## config.mk

```make
export PLATFORM = sky130hd
export DESIGN_NAME = host_bus_write_queue
export DESIGN_NICKNAME = d
export VERILOG_FILES = /design/src/rtl/host_bus_write_queue.sv
export SDC_FILE = /design/constraint.sdc
export NUM_CORES = 1
export LEC_CHECK = 0
export BUFFER_PORTS_ARGS = -buffer_cell sky130_fd_sc_hd__buf_2
export CORE_MARGIN = 3
export CORE_UTILIZATION = 30
export CTS_BUF_LIST = sky130_fd_sc_hd__clkbuf_16
export CTS_CLUSTER_SIZE = 30
export DETAILED_ROUTE_END_ITERATION = 8
export PLACE_DENSITY = 0.54
export SLEW_MARGIN = 10
export SYNTH_ARGS = -nofsm -noshare
export SYNTH_HDL_FRONTEND = slang
export SYNTH_SLANG_ARGS = --single-unit
```

## constraint.sdc

```tcl
create_clock -name clk -period 7.7 [get_ports clk]
set_input_delay 0.77 -clock clk [delete_from_list [all_inputs] [get_ports clk]]
set_output_delay 0.77 -clock clk [all_outputs]
set_load 0.05 [all_outputs]
```

## src/rtl/host_bus_write_queue.sv

```systemverilog
// host_bus_write_queue
//
// Host-side front end of the graphics adapter. The asynchronous 8-bit host
// bus is synchronised into the clk domain. A bus transaction commits on the
// synchronised rising edge of cs, using the rs/wren/data values that were
// shadowed while cs was low. The block holds the MODE, ADDR and CTRL
// registers. Screen-RAM writes are queued in a FIFO and drained into the
// screen RAM write port, one entry per cycle while the RAM accepts.
//
// Optional feature macro: FGA_AUTOINC_EN
//   defined   - ADDR auto-increment after each accepted DATA push.
//               CTRL bit0 is R/W and resets to 1.
//   undefined - no incrementer. CTRL bit0 reads 0 and ignores writes.
//
// Ports
//   clk            in   clock, all flops on the rising edge
//   rst_n          in   asynchronous active-low reset
//   cs             in   host chip select, active low (async)
//   wren           in   host write enable, active low; 1 = read (async)
//   rs[3:0]        in   register select (async)
//   data_in[7:0]   in   host write data (async)
//   data_out[7:0]  out  read data, register[rs_s]
//   data_oe        out  pad drive enable (~cs_s & wren_s)
//   mode[1:0]      out  MODE register, display mode select
//   scr_wr_ready   in   screen RAM can accept a write this cycle
//   scr_wr_en      out  screen RAM write strobe
//   scr_wr_addr    out  screen RAM write address
//   scr_wr_data    out  screen RAM write data
//   fifo_level     out  current FIFO entry count
//
// Register map (rs)
//   0 MODE (R/W, bits 1:0)   1 DATA (W, push)   3 ADDR_LO   4 ADDR_HI
//   5 CTRL (bit0 autoinc, bit1 flush, self-clearing)
//   6 STATUS (R: bit0 empty, bit1 full, bit2 overflow; a read commit
//     clears overflow)

module host_bus_write_queue #(
    parameter  int DEPTH       = 16,
    parameter  int SYNC_STAGES = 2,
    localparam int AW          = $clog2(DEPTH),
    localparam int LW          = AW + 1
) (
    input  logic          clk,
    input  logic          rst_n,
    input  logic          cs,
    input  logic          wren,
    input  logic [3:0]    rs,
    input  logic [7:0]    data_in,
    output logic [7:0]    data_out,
    output logic          data_oe,
    output logic [1:0]    mode,
    input  logic          scr_wr_ready,
    output logic          scr_wr_en,
    output logic [15:0]   scr_wr_addr,
    output logic [7:0]    scr_wr_data,
    output logic [LW-1:0] fifo_level
);

    localparam logic [3:0] RS_MODE    = 4'd0;
    localparam logic [3:0] RS_DATA    = 4'd1;
    localparam logic [3:0] RS_ADDR_LO = 4'd3;
    localparam logic [3:0] RS_ADDR_HI = 4'd4;
    localparam logic [3:0] RS_CTRL    = 4'd5;
    localparam logic [3:0] RS_STATUS  = 4'd6;

    // Synchronizer chains, stage 0 samples the pad.
    logic [SYNC_STAGES-1:0]      cs_sync_q,   cs_sync_d;
    logic [SYNC_STAGES-1:0]      wren_sync_q, wren_sync_d;
    logic [SYNC_STAGES-1:0][3:0] rs_sync_q,   rs_sync_d;
    logic [SYNC_STAGES-1:0][7:0] data_sync_q, data_sync_d;

    logic       cs_s, wren_s;
    logic [3:0] rs_s;
    logic [7:0] data_s;

    // Shadow of the bus while cs is low, plus cs edge detector.
    logic       cs_prev_q,  cs_prev_d;
    logic [3:0] sh_rs_q,    sh_rs_d;
    logic       sh_wren_q,  sh_wren_d;
    logic [7:0] sh_data_q,  sh_data_d;

    // Register file.
    logic [1:0]  mode_q, mode_d;
    logic [15:0] addr_q, addr_d;
    logic        ovf_q,  ovf_d;
    logic        autoinc;

    // FIFO.
    logic [23:0]   mem_q [DEPTH];
    logic [AW-1:0] wr_ptr_q, wr_ptr_d;
    logic [AW-1:0] rd_ptr_q, rd_ptr_d;
    logic [LW-1:0] count_q,  count_d;
    logic [23:0]   head;

    // Registered screen RAM write port.
    logic        wr_en_q,   wr_en_d;
    logic [15:0] wr_addr_q, wr_addr_d;
    logic [7:0]  wr_data_q, wr_data_d;

    // Decoded commit strobes.
    logic commit, wr_commit, rd_commit;
    logic data_wr, ctrl_wr, status_rd, flush;
    logic empty, full, pop, push, ovf_set;

    // ------------------------------------------------------------------
    // Synchronizers
    // ------------------------------------------------------------------
    always_comb begin
        cs_sync_d      = cs_sync_q;
        wren_sync_d    = wren_sync_q;
        rs_sync_d      = rs_sync_q;
        data_sync_d    = data_sync_q;
        cs_sync_d[0]   = cs;
        wren_sync_d[0] = wren;
        rs_sync_d[0]   = rs;
        data_sync_d[0] = data_in;
        for (int i = 1; i < SYNC_STAGES; i++) begin
            cs_sync_d[i]   = cs_sync_q[i-1];
            wren_sync_d[i] = wren_sync_q[i-1];
            rs_sync_d[i]   = rs_sync_q[i-1];
            data_sync_d[i] = data_sync_q[i-1];
        end
    end

    assign cs_s   = cs_sync_q[SYNC_STAGES-1];
    assign wren_s = wren_sync_q[SYNC_STAGES-1];
    assign rs_s   = rs_sync_q[SYNC_STAGES-1];
    assign data_s = data_sync_q[SYNC_STAGES-1];

    // ------------------------------------------------------------------
    // Shadow capture and commit decode
    // ------------------------------------------------------------------
    always_comb begin
        cs_prev_d = cs_s;
        sh_rs_d   = sh_rs_q;
        sh_wren_d = sh_wren_q;
        sh_data_d = sh_data_q;
        if (!cs_s) begin
            sh_rs_d   = rs_s;
            sh_wren_d = wren_s;
            sh_data_d = data_s;
        end
    end

    assign commit    = cs_s & ~cs_prev_q;
    assign wr_commit = commit & ~sh_wren_q;
    assign rd_commit = commit &  sh_wren_q;
    assign data_wr   = wr_commit & (sh_rs_q == RS_DATA);
    assign ctrl_wr   = wr_commit & (sh_rs_q == RS_CTRL);
    assign status_rd = rd_commit & (sh_rs_q == RS_STATUS);
    assign flush     = ctrl_wr & sh_data_q[1];

    // ------------------------------------------------------------------
    // FIFO control
    // ------------------------------------------------------------------
    assign empty = (count_q == '0);
    assign full  = (count_q == LW'(DEPTH));
    assign head  = mem_q[rd_ptr_q];

    // A flush cancels the pop; a full FIFO still accepts a push when a
    // pop frees a slot in the same cycle.
    assign pop     = ~empty & scr_wr_ready & ~flush;
    assign push    = data_wr & (~full | pop);
    assign ovf_set = data_wr & full & ~pop;

    always_comb begin
        wr_ptr_d = wr_ptr_q;
        rd_ptr_d = rd_ptr_q;
        count_d  = count_q;
        if (push) begin
            wr_ptr_d = wr_ptr_q + AW'(1);
        end
        if (flush) begin
            rd_ptr_d = wr_ptr_q;
            count_d  = '0;
        end else begin
            if (pop) begin
                rd_ptr_d = rd_ptr_q + AW'(1);
            end
            case ({push, pop})
                2'b10:   count_d = count_q + LW'(1);
                2'b01:   count_d = count_q - LW'(1);
                default: count_d = count_q;
            endcase
        end
    end

    always_ff @(posedge clk) begin
        if (push) begin
            mem_q[wr_ptr_q] <= {addr_q, sh_data_q};
        end
    end

    // ------------------------------------------------------------------
    // Register file
    // ------------------------------------------------------------------
`ifdef FGA_AUTOINC_EN
    logic autoinc_q, autoinc_d;

    always_comb begin
        autoinc_d = autoinc_q;
        if (ctrl_wr) begin
            autoinc_d = sh_data_q[0];
        end
    end

    always_ff @(posedge clk or negedge rst_n) begin
        if (!rst_n) begin
            autoinc_q <= 1'b1;
        end else begin
            autoinc_q <= autoinc_d;
        end
    end

    assign autoinc = autoinc_q;
`else
    assign autoinc = 1'b0;
`endif

    always_comb begin
        mode_d = mode_q;
        addr_d = addr_q;
        ovf_d  = ovf_q;
        if (wr_commit) begin
            case (sh_rs_q)
                RS_MODE:    mode_d        = sh_data_q[1:0];
                RS_ADDR_LO: addr_d[7:0]   = sh_data_q;
                RS_ADDR_HI: addr_d[15:8]  = sh_data_q;
                default:    ;
            endcase
        end
`ifdef FGA_AUTOINC_EN
        if (push && autoinc) begin
            addr_d = addr_q + 16'd1;
        end
`endif
        // Set beats clear when both land in one cycle.
        if (status_rd) begin
            ovf_d = 1'b0;
        end
        if (ovf_set) begin
            ovf_d = 1'b1;
        end
    end

    // ------------------------------------------------------------------
    // Screen RAM write port
    // ------------------------------------------------------------------
    always_comb begin
        wr_en_d   = pop;
        wr_addr_d = wr_addr_q;
        wr_data_d = wr_data_q;
        if (pop) begin
            wr_addr_d = head[23:8];
            wr_data_d = head[7:0];
        end
    end

    // ------------------------------------------------------------------
    // State registers
    // ------------------------------------------------------------------
    always_ff @(posedge clk or negedge rst_n) begin
        if (!rst_n) begin
            // cs idles high so reset never manufactures a commit edge.
            cs_sync_q   <= '1;
            wren_sync_q <= '0;
            rs_sync_q   <= '0;
            data_sync_q <= '0;
            cs_prev_q   <= 1'b1;
            sh_rs_q     <= '0;
            sh_wren_q   <= 1'b0;
            sh_data_q   <= '0;
            mode_q      <= '0;
            addr_q      <= '0;
            ovf_q       <= 1'b0;
            wr_ptr_q    <= '0;
            rd_ptr_q    <= '0;
            count_q     <= '0;
            wr_en_q     <= 1'b0;
            wr_addr_q   <= '0;
            wr_data_q   <= '0;
        end else begin
            cs_sync_q   <= cs_sync_d;
            wren_sync_q <= wren_sync_d;
            rs_sync_q   <= rs_sync_d;
            data_sync_q <= data_sync_d;
            cs_prev_q   <= cs_prev_d;
            sh_rs_q     <= sh_rs_d;
            sh_wren_q   <= sh_wren_d;
            sh_data_q   <= sh_data_d;
            mode_q      <= mode_d;
            addr_q      <= addr_d;
            ovf_q       <= ovf_d;
            wr_ptr_q    <= wr_ptr_d;
            rd_ptr_q    <= rd_ptr_d;
            count_q     <= count_d;
            wr_en_q     <= wr_en_d;
            wr_addr_q   <= wr_addr_d;
            wr_data_q   <= wr_data_d;
        end
    end

    // ------------------------------------------------------------------
    // Read path, combinational from the synchronised bus
    // ------------------------------------------------------------------
    always_comb begin
        data_out = 8'h00;
        case (rs_s)
            RS_MODE:    data_out = {6'b0, mode_q};
            RS_ADDR_LO: data_out = addr_q[7:0];
            RS_ADDR_HI: data_out = addr_q[15:8];
            RS_CTRL:    data_out = {7'b0, autoinc};
            RS_STATUS:  data_out = {5'b0, ovf_q, full, empty};
            default:    data_out = 8'h00;
        endcase
    end

    assign data_oe     = ~cs_s & wren_s;
    assign mode        = mode_q;
    assign scr_wr_en   = wr_en_q;
    assign scr_wr_addr = wr_addr_q;
    assign scr_wr_data = wr_data_q;
    assign fifo_level  = count_q;

endmodule
```

# == Yosys cells after proc, flatten, opt, wreduce, memory -nomap -nowiden ==
# Memory sizes are Yosys's and may differ from the RTL's. A register that Yosys moved wholly into a read port is not among the register bits.
# Cells that the tools add are included.
# classes
addsub,4
eq_ne,11
n_mux,9
bitwise_logic,21
reduce_logical,10
# ops
op,count
8-bit one-hot mux with 4 select lines,1
4-bit by 3-bit == test with 1-bit output (second input constant),5
1-bit AND,13
5-bit one-hot mux with 2 select lines,1
4-bit by 1-bit adder with 4-bit output (second input constant),2
4-bit by 2-bit == test with 1-bit output (second input constant),2
4-bit logical NOT,2
4-bit 2-to-1 mux,2
1-bit inverter,7
2-bit AND reduction,3
5-bit by 1-bit adder with 5-bit output (second input constant),1
5-bit == test (second input constant),1
5-bit logical NOT,1
5-bit 2-to-1 mux,1
5-bit by 1-bit subtractor with 5-bit output (second input constant),1
4-bit by 1-bit == test with 1-bit output (second input constant),1
1-bit 2-to-1 mux,4
2-bit nonzero test,2
3-bit nonzero test,1
2-bit by 1-bit == test with 1-bit output (second input constant),1
2-bit == test (second input constant),1
1-bit logical NOT,1
1-bit bitwise OR,1
# word_totals
register_bits,75
ramBits,384
in_bits,17
output_inout_bits,41
elab_cells,74
n_memories,1
# mem_list
memory,depth,word_bits,rd,rd_clocked_by_memory_dff,wr,line,text
mem_q,16,24,1,1,1,89,logic [23:0] mem_q [DEPTH];

# == Logic depth before layout (Yosys ltp) ==
# depth
word_depth,12
ltp_mapped,15
mapped_depth_nobuf,12

# == Worst setup path after synthesis ==
# OpenSTA, ideal clock, no wires.
# synth_timing
path_kind,register to register
startpoint,reg cs_sync_q[1]
endpoint,mem mem_q[12][0] (enable)
setup_ns,0.405
t_arrival_ns,2.928
t_required_ns,7.295
setup_slack_ns,4.368
path_stages_with_launch,8
n_path_buf,2
synth_period_minus_slack_ns,3.332
cell_sequence,dfstp_2 -> buf_4 -> or4b_1 -> buf_2 -> or2_4 -> a31oi_4 -> nand3_1 -> nor2_1
# synth_between
elab_chain_cells,10
elab_cells_between_ends,11
classes_between,2 x mux; 9 x bitwise
# synth_rtl
element,line,text
start: declaration,67,"logic [SYNC_STAGES-1:0] cs_sync_q, cs_sync_d;"
start signal: assignment,283,cs_sync_q <= cs_sync_d;
1-bit AND *,145,assign commit = cs_s & ~cs_prev_q;
1-bit AND *,146,assign wr_commit = commit & ~sh_wren_q;
1-bit AND,149,assign ctrl_wr = wr_commit & (sh_rs_q == RS_CTRL);
1-bit AND,151,assign flush = ctrl_wr & sh_data_q[1];
1-bit inverter,162,assign pop = ~empty & scr_wr_ready & ~flush;
1-bit AND,162,
1-bit bitwise OR,163,assign push = data_wr & (~full | pop);
1-bit AND *,163,
1-bit 2-to-1 mux *,189,if (push) begin
1-bit 2-to-1 mux (implied by the code) *,190,"mem_q[wr_ptr_q] <= {addr_q, sh_data_q};"
end: declaration,89,
# Every way passes the cells marked *; elsewhere a longest branch is shown, timed or not.

# == Final worst setup path ==
# layout_timing
startpoint,reg cs_sync_q[1]
endpoint,reg count_q[4] (netlist: fifo_level[4])
# layout_between
elab_chain_cells,11
elab_cells_between_ends,14
classes_between,2 x eq/ne; 2 x mux; 9 x bitwise; 1 x reduce/logical
# layout_rtl
element,line,text
1-bit AND *,145,
1-bit AND *,146,
1-bit AND *,149,
1-bit AND *,151,
1-bit inverter *,162,
1-bit AND *,162,
net pop,103,"logic empty, full, pop, push, ovf_set;"
1-bit bitwise OR,163,
1-bit AND,163,
2-bit by 1-bit == test with 1-bit output or 2-bit == test (tied branches),180,"case ({push, pop})"
5-bit one-hot mux with 2 select lines,180,
5-bit 2-to-1 mux,173,if (flush) begin
end signal: assignment,296,count_q <= count_d;
end: declaration,92,"logic [LW-1:0] count_q, count_d;"
# Mark *: on every way through the listed nets, which the timed path passes. The rest lies on a longest branch.
# A chain may end at the register's enable or synchronous reset.

==> results.ini <==
[synth]
synth_cell_types=54
netlist_instances=897
synthSimpleGateAreaFrac=0.0313
avgSynthCellArea_sq_um=20.8
yosysSeqAreaShare=0.752
synthArstFlopShare=0.205
synth.most_common_cell=edfxtp_1
synth_xor_area_frac=0.00423
synth_area_leaders=edfxtp_1 (62%), dfrtp_1 (13%), mux4_2 (12%)
ys.flop_type=edfxtp_1
synth.area.mux_share=0.161
synth_fp_nets=923
yosys_warnings=0
synthAdderAreaFrac=0.00644
syn-cell-area_sq_mm=0.0186
yosys.area.top_type_share=0.619
synth-compound-area-share=0.0303
netlist_top_cells_count=edfxtp_1 (384), dfrtp_1 (96), mux4_2 (96)
yosys_register_bits=483
synth_edf_count=384
synth_top_cell_by_area=edfxtp_1
synth_top_family_by_area=multiplexers

[clock_network]
numCtsBuffers=50
cts_tree=built
cts-resized-gates=0
hold_buffers=0
clk_latency_ns=0.58
root_buffer=clkbuf_16
htree_num_levels=2
clk_path_buf_depth=3
clk_pin_slew_ns=0.05
cts_sinks=483
post_cts_buffers=0

[detailed_routing]
first_iter_violations=804
drcViolationCount=0
wl_mm=43.0
avgRoutedWirePerCell_um=23.2
first_pass_iters=5
ant_nets=0
num_vias=8906
vias_per_cell=4.80

[critical_path]
crit_path_end_kind=register
crit_type=register to register
path_max_fanout=26
cp.arrival_ns=4.68
worstPathRequired_ns=8.20
reg2regPathDepth=12
cp-start-kind=register

[finish]
drive_gt1_frac=0.300
final_nets=1010
syn_to_final_growth_pct=15.3

[sta]
finalCritPeriodShare=0.543
setup-violations-final=0
hold_ws_ns=0.179
hold_violations=0
timing.fmax_mhz=239
setup_ws_ns=3.52
finClkSkew_ns=0.0149
min_period_ns=4.18
rsz0062_at_grt=no
finalMaxSlewViolations=0
setup-tns-final_ns=0
tightest_slew_ns=1.10
timing.slew.headroom=0.268

[grt]
busiest_layer=met2
grt_pass1_wl_mm=64.7
grt_antenna_before_repair=1
met2_usage=0.216
use_met3=0.0253
grt_use_met1=0.195
grt_pass1_vias=9482
overflow=0
grt_max_degree=69
gr-usage-all-layers=0.136

[floorplan]
die_area_sq_mm=0.0652
placementRows=90
core-area_sq_mm=0.0609
die_y_um=255
ios=58
initial_core_util=0.306
die_w_um=255

[power]
p_leak_nw=7.45
ir_worst_vdd_mv=0.236
power_density_mw_per_mm2=349

[run]
maxCapViolCount=0

[placed_design]
dp_slack_ns=3.50
place_congestion=0.759
port_buffers=57
dp_hpwl_mm=24.8

[status]
status=finished, final reports clean

[min_path]
hold_path_class=input pin to async pin

[state kept, by name (all words and copies together) (netlist names), 5 cells and up]
| signal | flops |
|---|---|
| scr_wr_addr | 16 |
| data_s | 8 |
| mem_q | 384 |
| fifo_level | 5 |
| addr_q | 16 |
| sh_data_q | 8 |
| scr_wr_data | 8 |
| data_sync_d | 8 |
[metal layers]
metal | wire (um) | share of wire
met2 | 20400 | 0.48
met1 | 19700 | 0.46
met3 | 2170 | 0.050
met5 | 0 | 0
met4 | 731 | 0.017
[cells in the final DEF, fill, tap and decap left out, drive strengths merged, types with 4 or more instances in the layout]
cell type  instances
edfxtp           384
mux4              96
inv               36
mux2              29
clkbuf            55
a21oi              6
nor2              23
o21ai              6
xnor2              7
mux2i             52
and2              13
buf               79
nand2             36
clkinv            14
o221ai            24
a31oi              5
dfrtp             96
a22oi              6
nor2b              4
ha                 8
[worst max-delay path, stage by stage (launching register included)]
cell      delay, ns
dfstp_2        0.74
or4b_1         0.64
or3_1          0.63
nand2_4        0.49
inv_1          0.12
nand2_1        0.13
inv_1          0.09
ha_1           0.33
nand2b_1       0.07
a21oi_1        0.28
nor2_1         0.06
or3b_1         0.37
a31oi_1        0.15
[area by class of cell]
cell class | count | area [sq um]
antenna | 1 | 2.50
multi-input combinational | 358 | 4370
clock inverter | 39 | 184
sequential | 483 | 14000
clock buffer | 55 | 1380
timing repair buffer | 79 | 453
inverter | 12 | 45.0
fill | 5679 | 39400
tap | 828 | 1040
[metrics by stage]
step            util  instances  cell area (sq um)  power (mW)
3_3_place_gp   0.327       1760              19900        5.31
3_5_place_dp   0.327       1760              19900        5.33
4_1_cts        0.353       1854              21500        7.61
5_1_grt        0.353       1854              21500        7.84
6_report       0.353       1855              21500        7.50
2_1_floorplan      -        897              18600        4.75
[cells by family after synthesis]
| family | after synthesis |
|---|---|
| flip-flops | 483 |
| multiplexers | 177 |
| AND/OR/NAND/NOR | 107 |
| AO/OA/AOI/OAI | 56 |
| buffers and inverters | 56 |
| XOR/XNOR | 9 |
| adder cells (fa/ha/maj) | 9 |
[where the power goes]
part / switching [mW] / total [mW] / internal [mW]
clock network: 0.970 / 2.28 / 1.31
logic: 0.988 / 1.78 / 0.789
registers: 0.390 / 3.45 / 3.06
total: 2.35 / 7.50 / 5.15
[final timing paths]
check                                  start              to  slack (ns)
worst min register to register  rs_sync_d[6]         rs_s[2]        0.34
worst min-delay path                   rst_n   fifo_level[0]        0.18
max in group asynchronous              rst_n  scr_wr_data[7]        6.18
worst max-delay path            cs_sync_q[1]   fifo_level[4]        3.52
worst max register to register  cs_sync_q[1]   fifo_level[4]        3.52
min in group clk                          cs    cs_sync_q[0]        0.30
Power figures use the tool's default switching activity.
